===== config.mk =====
export PLATFORM = sky130hd
export DESIGN_NAME = pipeline_controller
export DESIGN_NICKNAME = d
export VERILOG_FILES = /design/src/rtl/pipe_ctrl_pkg.sv /design/src/rtl/hazard_detect.sv /design/src/rtl/pipeline_controller.sv
export SDC_FILE = /design/constraint.sdc
export NUM_CORES = 1
export LEC_CHECK = 0
export CAP_MARGIN = 20
export CORE_AREA = 2 2 39 41
export DETAILED_ROUTE_END_ITERATION = 8
export DIE_AREA = 0 0 41 43
export GPL_TIMING_DRIVEN = 0
export PLACE_DENSITY_LB_ADDON = 0.15
export RECOVER_POWER = 25
export REMOVE_ABC_BUFFERS = 1
export SYNTH_ARGS = -nofsm -noshare
export SYNTH_HDL_FRONTEND = slang
export SYNTH_HIERARCHICAL = 1
export SYNTH_SLANG_ARGS = --single-unit

===== constraint.sdc =====
create_clock -name clk_i -period 1.9 [get_ports clk_i]
set_input_delay 0.285 -clock clk_i [delete_from_list [all_inputs] [get_ports clk_i]]
set_output_delay 0.285 -clock clk_i [all_outputs]
set_load 0.01 [all_outputs]

===== src/rtl/pipe_ctrl_pkg.sv =====
// Shared definitions for the pipeline controller and the pipe registers it steers.
// Sequencer states, the zero-register index, and the nop word loaded on flush/bubble.
package pipe_ctrl_pkg;

    typedef enum logic [1:0] {
        StIdle  = 2'd0,
        StRun   = 2'd1,
        StMulti = 2'd2
    } state_e;

    localparam logic [4:0]  REG_ZERO  = 5'd0;
    localparam logic [31:0] NOP_INSTR = 32'h0000_0000;

endpackage


===== src/rtl/hazard_detect.sv =====
// Load-use hazard compare: the load in ID/EX writes a register the IF_ID instruction reads.
module hazard_detect
    import pipe_ctrl_pkg::*;
(
    input  logic       idex_memread_i,
    input  logic [4:0] idex_rt_i,
    input  logic [4:0] ifid_rs_i,
    input  logic [4:0] ifid_rt_i,
    output logic       hazard_o
);

    // Loads into the zero register never create a real dependency.
    assign hazard_o = idex_memread_i && (idex_rt_i != REG_ZERO) &&
                      ((idex_rt_i == ifid_rs_i) || (idex_rt_i == ifid_rt_i));

endmodule


===== src/rtl/pipeline_controller.sv =====
// Five-stage pipeline sequencer: PC gating, IF_ID stall/flush, ID/EX and EX/MEM bubbles.
// Multi-cycle EX support (MULTI state, down-counter) is built only with PIPE_MULTICYCLE_EN.
module pipeline_controller
    import pipe_ctrl_pkg::*;
#(
    parameter int unsigned MUL_LAT = 4
) (
    input  logic       clk_i,
    input  logic       rst_i,
    input  logic       start_i,
    input  logic [4:0] ifid_rs_i,
    input  logic [4:0] ifid_rt_i,
    input  logic       idex_memread_i,
    input  logic [4:0] idex_rt_i,
    input  logic       ex_multi_i,
    input  logic       branch_taken_i,
    output logic       pc_write_o,
    output logic       if_id_stall_o,
    output logic       if_id_flush_o,
    output logic       id_ex_bubble_o,
    output logic       ex_hold_o,
    output logic       ex_bubble_o,
    output logic       busy_o
);

    state_e state_q, state_d;
    logic   hazard;

    hazard_detect u_hazard_detect (
        .idex_memread_i (idex_memread_i),
        .idex_rt_i      (idex_rt_i),
        .ifid_rs_i      (ifid_rs_i),
        .ifid_rt_i      (ifid_rt_i),
        .hazard_o       (hazard)
    );

    // Normal RUN flow: a load-use stall masks a simultaneous taken branch.
    logic run_pc_write, run_stall, run_flush, run_bubble;

    always_comb begin
        run_pc_write = 1'b1;
        run_stall    = 1'b0;
        run_flush    = 1'b0;
        run_bubble   = 1'b0;
        if (hazard) begin
            run_pc_write = 1'b0;
            run_stall    = 1'b1;
            run_bubble   = 1'b1;
        end else if (branch_taken_i) begin
            run_flush    = 1'b1;
        end
    end

`ifdef PIPE_MULTICYCLE_EN
    localparam logic [3:0] CntInit = 4'(MUL_LAT - 2);

    logic [3:0] cnt_q, cnt_d;

    always_ff @(posedge clk_i or posedge rst_i) begin
        if (rst_i) begin
            state_q <= StIdle;
            cnt_q   <= 4'd0;
        end else begin
            state_q <= state_d;
            cnt_q   <= cnt_d;
        end
    end
`else
    localparam int unsigned unused_mul_lat = MUL_LAT;
    logic unused_ex_multi;
    assign unused_ex_multi = ex_multi_i;

    always_ff @(posedge clk_i or posedge rst_i) begin
        if (rst_i) begin
            state_q <= StIdle;
        end else begin
            state_q <= state_d;
        end
    end
`endif

    always_comb begin
        state_d        = state_q;
`ifdef PIPE_MULTICYCLE_EN
        cnt_d          = cnt_q;
`endif
        pc_write_o     = 1'b0;
        if_id_stall_o  = 1'b0;
        if_id_flush_o  = 1'b0;
        id_ex_bubble_o = 1'b0;
        ex_hold_o      = 1'b0;
        ex_bubble_o    = 1'b0;
        busy_o         = 1'b0;
        unique case (state_q)
            StIdle: begin
                if_id_stall_o  = 1'b1;
                id_ex_bubble_o = 1'b1;
                if (start_i) begin
                    state_d = StRun;
                end
            end
            StRun: begin
                pc_write_o     = run_pc_write;
                if_id_stall_o  = run_stall;
                if_id_flush_o  = run_flush;
                id_ex_bubble_o = run_bubble;
`ifdef PIPE_MULTICYCLE_EN
                if (ex_multi_i) begin
                    pc_write_o     = 1'b0;
                    if_id_stall_o  = 1'b1;
                    if_id_flush_o  = 1'b0;
                    id_ex_bubble_o = 1'b0;
                    ex_hold_o      = 1'b1;
                    ex_bubble_o    = 1'b1;
                    cnt_d          = CntInit;
                    state_d        = StMulti;
                end
`endif
            end
`ifdef PIPE_MULTICYCLE_EN
            StMulti: begin
                busy_o = 1'b1;
                if (cnt_q != 4'd0) begin
                    if_id_stall_o = 1'b1;
                    ex_hold_o     = 1'b1;
                    ex_bubble_o   = 1'b1;
                    cnt_d         = cnt_q - 4'd1;
                end else begin
                    // Op leaves EX this cycle; ID-stage hazards resolve as in RUN.
                    pc_write_o     = run_pc_write;
                    if_id_stall_o  = run_stall;
                    if_id_flush_o  = run_flush;
                    id_ex_bubble_o = run_bubble;
                    state_d        = StRun;
                end
            end
`endif
            default: begin
                state_d = StIdle;
            end
        endcase
    end

endmodule


After elaboration in Yosys (flattened, before gate mapping)
Index checks and enable logic that the tools add are counted.
{"block": "totals", "inputBits": 21, "word_cells": 21, "out_inout_bits": 7, "register_bits": 2}
{"block": "op_classes", "n_bitwise": 1, "n_reduce_logical": 6, "eq_ne": 4, "muxes": 9}
{"op": "== test 5 bit", "count": 2}
{"op": "two-way mux 1 bit", "count": 6}
{"op": "nonzero test 5 bit", "count": 1}
{"op": "one-hot mux 2 bit (2 select lines)", "count": 1}
{"op": "== test 2 x 1 -> 1 bit, second input constant", "count": 1}
{"op": "logical AND 1 bit", "count": 2}
{"op": "logical NOT 2 bit", "count": 1}
{"op": "two-way mux 2 bit", "count": 1}
{"op": "inequality test 2 bit, second input constant", "count": 1}
{"op": "one-hot mux 1 bit (2 select lines)", "count": 1}
{"op": "AND reduction 2 bit", "count": 1}
{"op": "logical OR 1 bit", "count": 1}
{"op": "NOT 1 bit", "count": 1}

Logic depth before layout (Yosys ltp)
{"block": "logic_depth", "word_depth": 5, "depth_mapped": 6, "ltp_nobuf": 5}

Modules after synthesis
Netlist, hierarchy kept.
{"mod": "hazard_detect", "cells_each": 17, "n_inst": 1, "seq_area_each_um2": 0.0, "area_per_inst_um2": 125.1}
{"mod": "pipeline_controller", "cells_each": 11, "n_inst": 1, "seq_area_each_um2": 25.0, "area_per_inst_um2": 91.3}

Least setup slack after synthesis
Ideal clock, no wire load.
{"block": "synth_path", "path_kind": "input-to-output", "startpoint": "in idex_rt_i[1]", "endpoint": "out if_id_stall_o", "arrival_time_ps": 1322, "t_required_ps": 1615, "path_stages": 5, "path_slack_ps": 293, "path_buffers": 1, "cell_sequence": "or4_1 -> o21ai_1 -> a21oi_1 -> nand2b_1 -> buf_4"}
{"block": "synth_via", "elab_chain_cells": 5, "elab_cells_between_ends": 8, "classes_between": "2 x eq/ne; 2 x mux; 4 x reduce/logical"}
{"element": "from (decl)", "line_no": "pipeline_controller.sv:14", "source": "input logic [4:0] idex_rt_i,"}
{"element": "== test 5 bit or nonzero test 5 bit (tied branches)", "line_no": "hazard_detect.sv:14, hazard_detect.sv:13"}
{"element": "logical OR 1 bit or logical AND 1 bit (tied branches)", "line_no": "hazard_detect.sv:14, hazard_detect.sv:13"}
{"element": "logical AND 1 bit (*)", "line_no": "hazard_detect.sv:13", "source": "assign hazard_o = idex_memread_i && (idex_rt_i != REG_ZERO) &&"}
{"element": "net hazard", "line_no": "pipeline_controller.sv:27", "source": "logic hazard;"}
{"element": "two-way mux 1 bit (*)"}
{"element": "one-hot mux 1 bit (2 select lines) (*)"}
{"element": "to (decl)", "line_no": "pipeline_controller.sv:18", "source": "output logic if_id_stall_o,"}
Mark *: on every way through the listed nets, which the timed path passes. The rest lies on a longest branch.

Final worst setup path
{"block": "layout_path", "startpoint": "in idex_rt_i[3]", "endpoint": "out if_id_flush_o"}
{"block": "layout_via", "elab_chain_cells": 5, "elab_cells_between_ends": 8, "classes_between": "2 x eq/ne; 2 x mux; 4 x reduce/logical"}
{"element": "== test 5 bit or nonzero test 5 bit (tied branches)", "line_no": "hazard_detect.sv:14, hazard_detect.sv:13"}
{"element": "logical OR 1 bit or logical AND 1 bit (tied branches)", "line_no": "hazard_detect.sv:14, hazard_detect.sv:13"}
{"element": "logical AND 1 bit (*)", "line_no": "hazard_detect.sv:13"}
{"element": "net hazard", "line_no": "pipeline_controller.sv:27"}
{"element": "two-way mux 1 bit (*)", "line_no": "pipeline_controller.sv:45", "source": "if (hazard) begin"}
{"element": "two-way mux 1 bit (*)", "line_no": "pipeline_controller.sv:94", "source": "unique case (state_q)"}
{"element": "to (decl)", "line_no": "pipeline_controller.sv:19", "source": "output logic if_id_flush_o,"}
Marked as above.

==> impl_metrics.ini <==
[flow_run]
cap_violations = 0

[logic_synthesis]
synth_top_area_cell = xor2_1
synth-main-ff-cell = dfrtp_1
ys_types = 15
avgSynthCellArea_um2 = 7.73
synthTopCellsByCount = xor2_1 (6), buf_4 (4), xnor2_1 (4)
yosysTopAreaCellShare_pct = 24.3
ys_ff_latch = 1
synth.area.top_cells = xor2_1 (24%), xnor2_1 (16%), buf_4 (14%)
synth-edff-count = 0
synth_area_um2 = 216
synth_cells = 28
async_reset_ff_share_pct = 100
synth.most_common_cell = xor2_1
ys_warn_count = 6
yosysSeqAreaShare_pct = 11.6

[grt]
grt_pass1_wl_um = 869
grt_use_total_pct = 6.69
grt_pass1_vias = 208
grt_antenna_before_repair = 0
grt_max_degree = 5
gr-total-overflow = 0

[timing]
finalHoldViolations = 0
setup_viol = 0
holdWs_ns = 0.564
rsz0062_at_grt = no
finalClockSkew_ns = 0
min_period_ns = 1.81
slew_violations = 0
post-route-period-util_pct = 95.0
timing.fmax_ghz = 0.554

[detailed_routing]
met3WireLength_um = 25
drtPass1Iterations = 2
drtIter0Drc = 2
dr_total_vias = 239
routedLengthMet1_um = 211
wl_met2_um = 295
vias_per_cell = 3.68
wl_per_cell_um = 8.20
final_antenna_net_count = 0
drt_wl_total_um = 533
route.detailed.drc = 0
highest-signal-layer = met3

[power]
clockPowerShare_pct = 0
combPwrFrac_pct = 77.5
finalPower_uw = 96.5
switching_share_pct = 30.3
peakVddDrop_mv = 0.0483
p_per_area_mw_per_mm2 = 222
intPower_uw = 67.2
power_frac_seq_pct = 22.5
power_switching_uw = 29.3
power_leakage_nw = 0.188

[critical_path]
path_cells = dlygate4sd2_1 -> or4_4 -> o21ai_2 -> a21oi_2 -> and3b_2 -> buf_6
r2r_cells = 1
arrival_ns = 1.52
rr_endpoint = state_q[0]
cp.required_ns = 1.62
crit_path_max_fanout = 3
slowest_stage = or4_4
r2r-start = state_q[0]
worstSetupEndpointType = primary output
worst-r2r-setup-slack_ns = 1.13
worstSetupPathType = input port to primary output
cp_slowest_stage_delay_ns = 0.42
startpoint_type = input port

[floorplan]
die_x_um = 41
die_h_um = 43
ios = 28
rows = 14
fp.coreArea_mm2 = 0.00138
dieArea_mm2 = 0.00176
start_util_pct = 15.6

[place]
io_buffers = 23
gp_congestion = 0.618
dpl_cell_area_um2 = 444
post-dp-hpwl_um = 513

[cells_and_area]
largest_register_ffs = 1
design_area_um2 = 434
n_antenna_cell = 0
fin_nets = 72
drive_gt1_share_pct = 28.6
largest_registers = state_q: 1 flops
regMostFlops = state_q
layout.filler_cells = 159
syn_to_final_growth_pct = 101

[clocking]
clk_pin_slew_worst_paths_ns = 0
clk_latency_ns = 0

[min_path]
hold_class = input port to async pin

[status]
status = completed
## how the worst max path moves through the flow
stage	to	slack [ns]	from
3_3_place_gp	if_id_flush_o	-0.65	idex_rt_i[1]
4_1_cts	if_id_flush_o	0.003	idex_rt_i[0]
6_report	if_id_flush_o	0.09	idex_rt_i[3]
5_1_grt	if_id_flush_o	0.004	idex_rt_i[3]
3_5_place_dp	if_id_flush_o	-0.67	idex_rt_i[1]
2_1_floorplan	if_id_flush_o	0.40	idex_rt_i[1]
## kinds of logic after synthesis
logic type	Yosys count	synth area share (%)
flops	1	11.6
buf+inv	5	15.6
other cells	1	1.73
simple gates	9	26.0
xor+xnor	10	40.5
compound gates	2	4.62
## layer usage
layer | global-route usage [%] | vias to the layer above
met1 | 9.18 | 103
met3 | 0 | 0
met2 | 11.9 | 9
li1 | - | 127
met5 | 0 | -
met4 | 0 | 0
## power groups by stage
stage	combinational, mW	clock, mW	sequential, mW
after CTS	0.0743	0	0.0217
after global placement	0.0812	0	0.0217
after detailed placement	0.0813	0	0.0217
after global routing	0.0825	0	0.0217
final	0.0748	0	0.0217
after floorplan	0.0268	0	0.0217
## final cells by class
cell class              count  area [µm²]  area share, %
flip-flops and latches      1        25.0           5.76
multi-input cells          24         194           44.7
well taps                  16        20.0           4.61
repair buffers             23         191           44.1
inverters                   1        3.75          0.865
## cell usage in the layout (no fill, tap or decap), drive strengths merged
master,synthesis,layout
a21oi,1,1
nor2b,1,1
nor3,2,2
and3b,1,1
nand2b,1,1
xnor2,4,4
o21ai,1,1
clkdlybuf4s50,0,7
conb,1,3
dfrtp,1,1
or2,1,1
dlygate4sd3,0,1
inv,1,1
dlygate4sd2,0,8
buf,4,4
clkbuf,0,3
nand3,2,2
xor2,6,6
or4,1,1
## repair_timing
action                     in CTS  in global routing
hold endpoints to repair        0                  0
resized for setup              33                  7
hold buffers                    0                  0
buffers inserted                0                  0
setup endpoints to repair       4                  3
pin swaps                       5                  5
## per-stage QoR
stage                     util (%)  cells  worst slack, ns  TNS (ns)
after detailed placement      32.1     65           -0.670     -2.35
after global placement        32.1     65           -0.652     -2.35
final                         31.4     65           0.0943         0
after global routing          31.4     65          0.00397         0
after CTS                     31.4     65          0.00293         0
after floorplan                  -     26            0.395         0
## worst max-delay path, delay by kind of cell
family                 cells  cell delay (ns)
and+or+nand+nor            2             0.65
AOI/OAI and AO/OA          2             0.22
buffers and inverters      2             0.36
(Power assumes the default switching activity.)
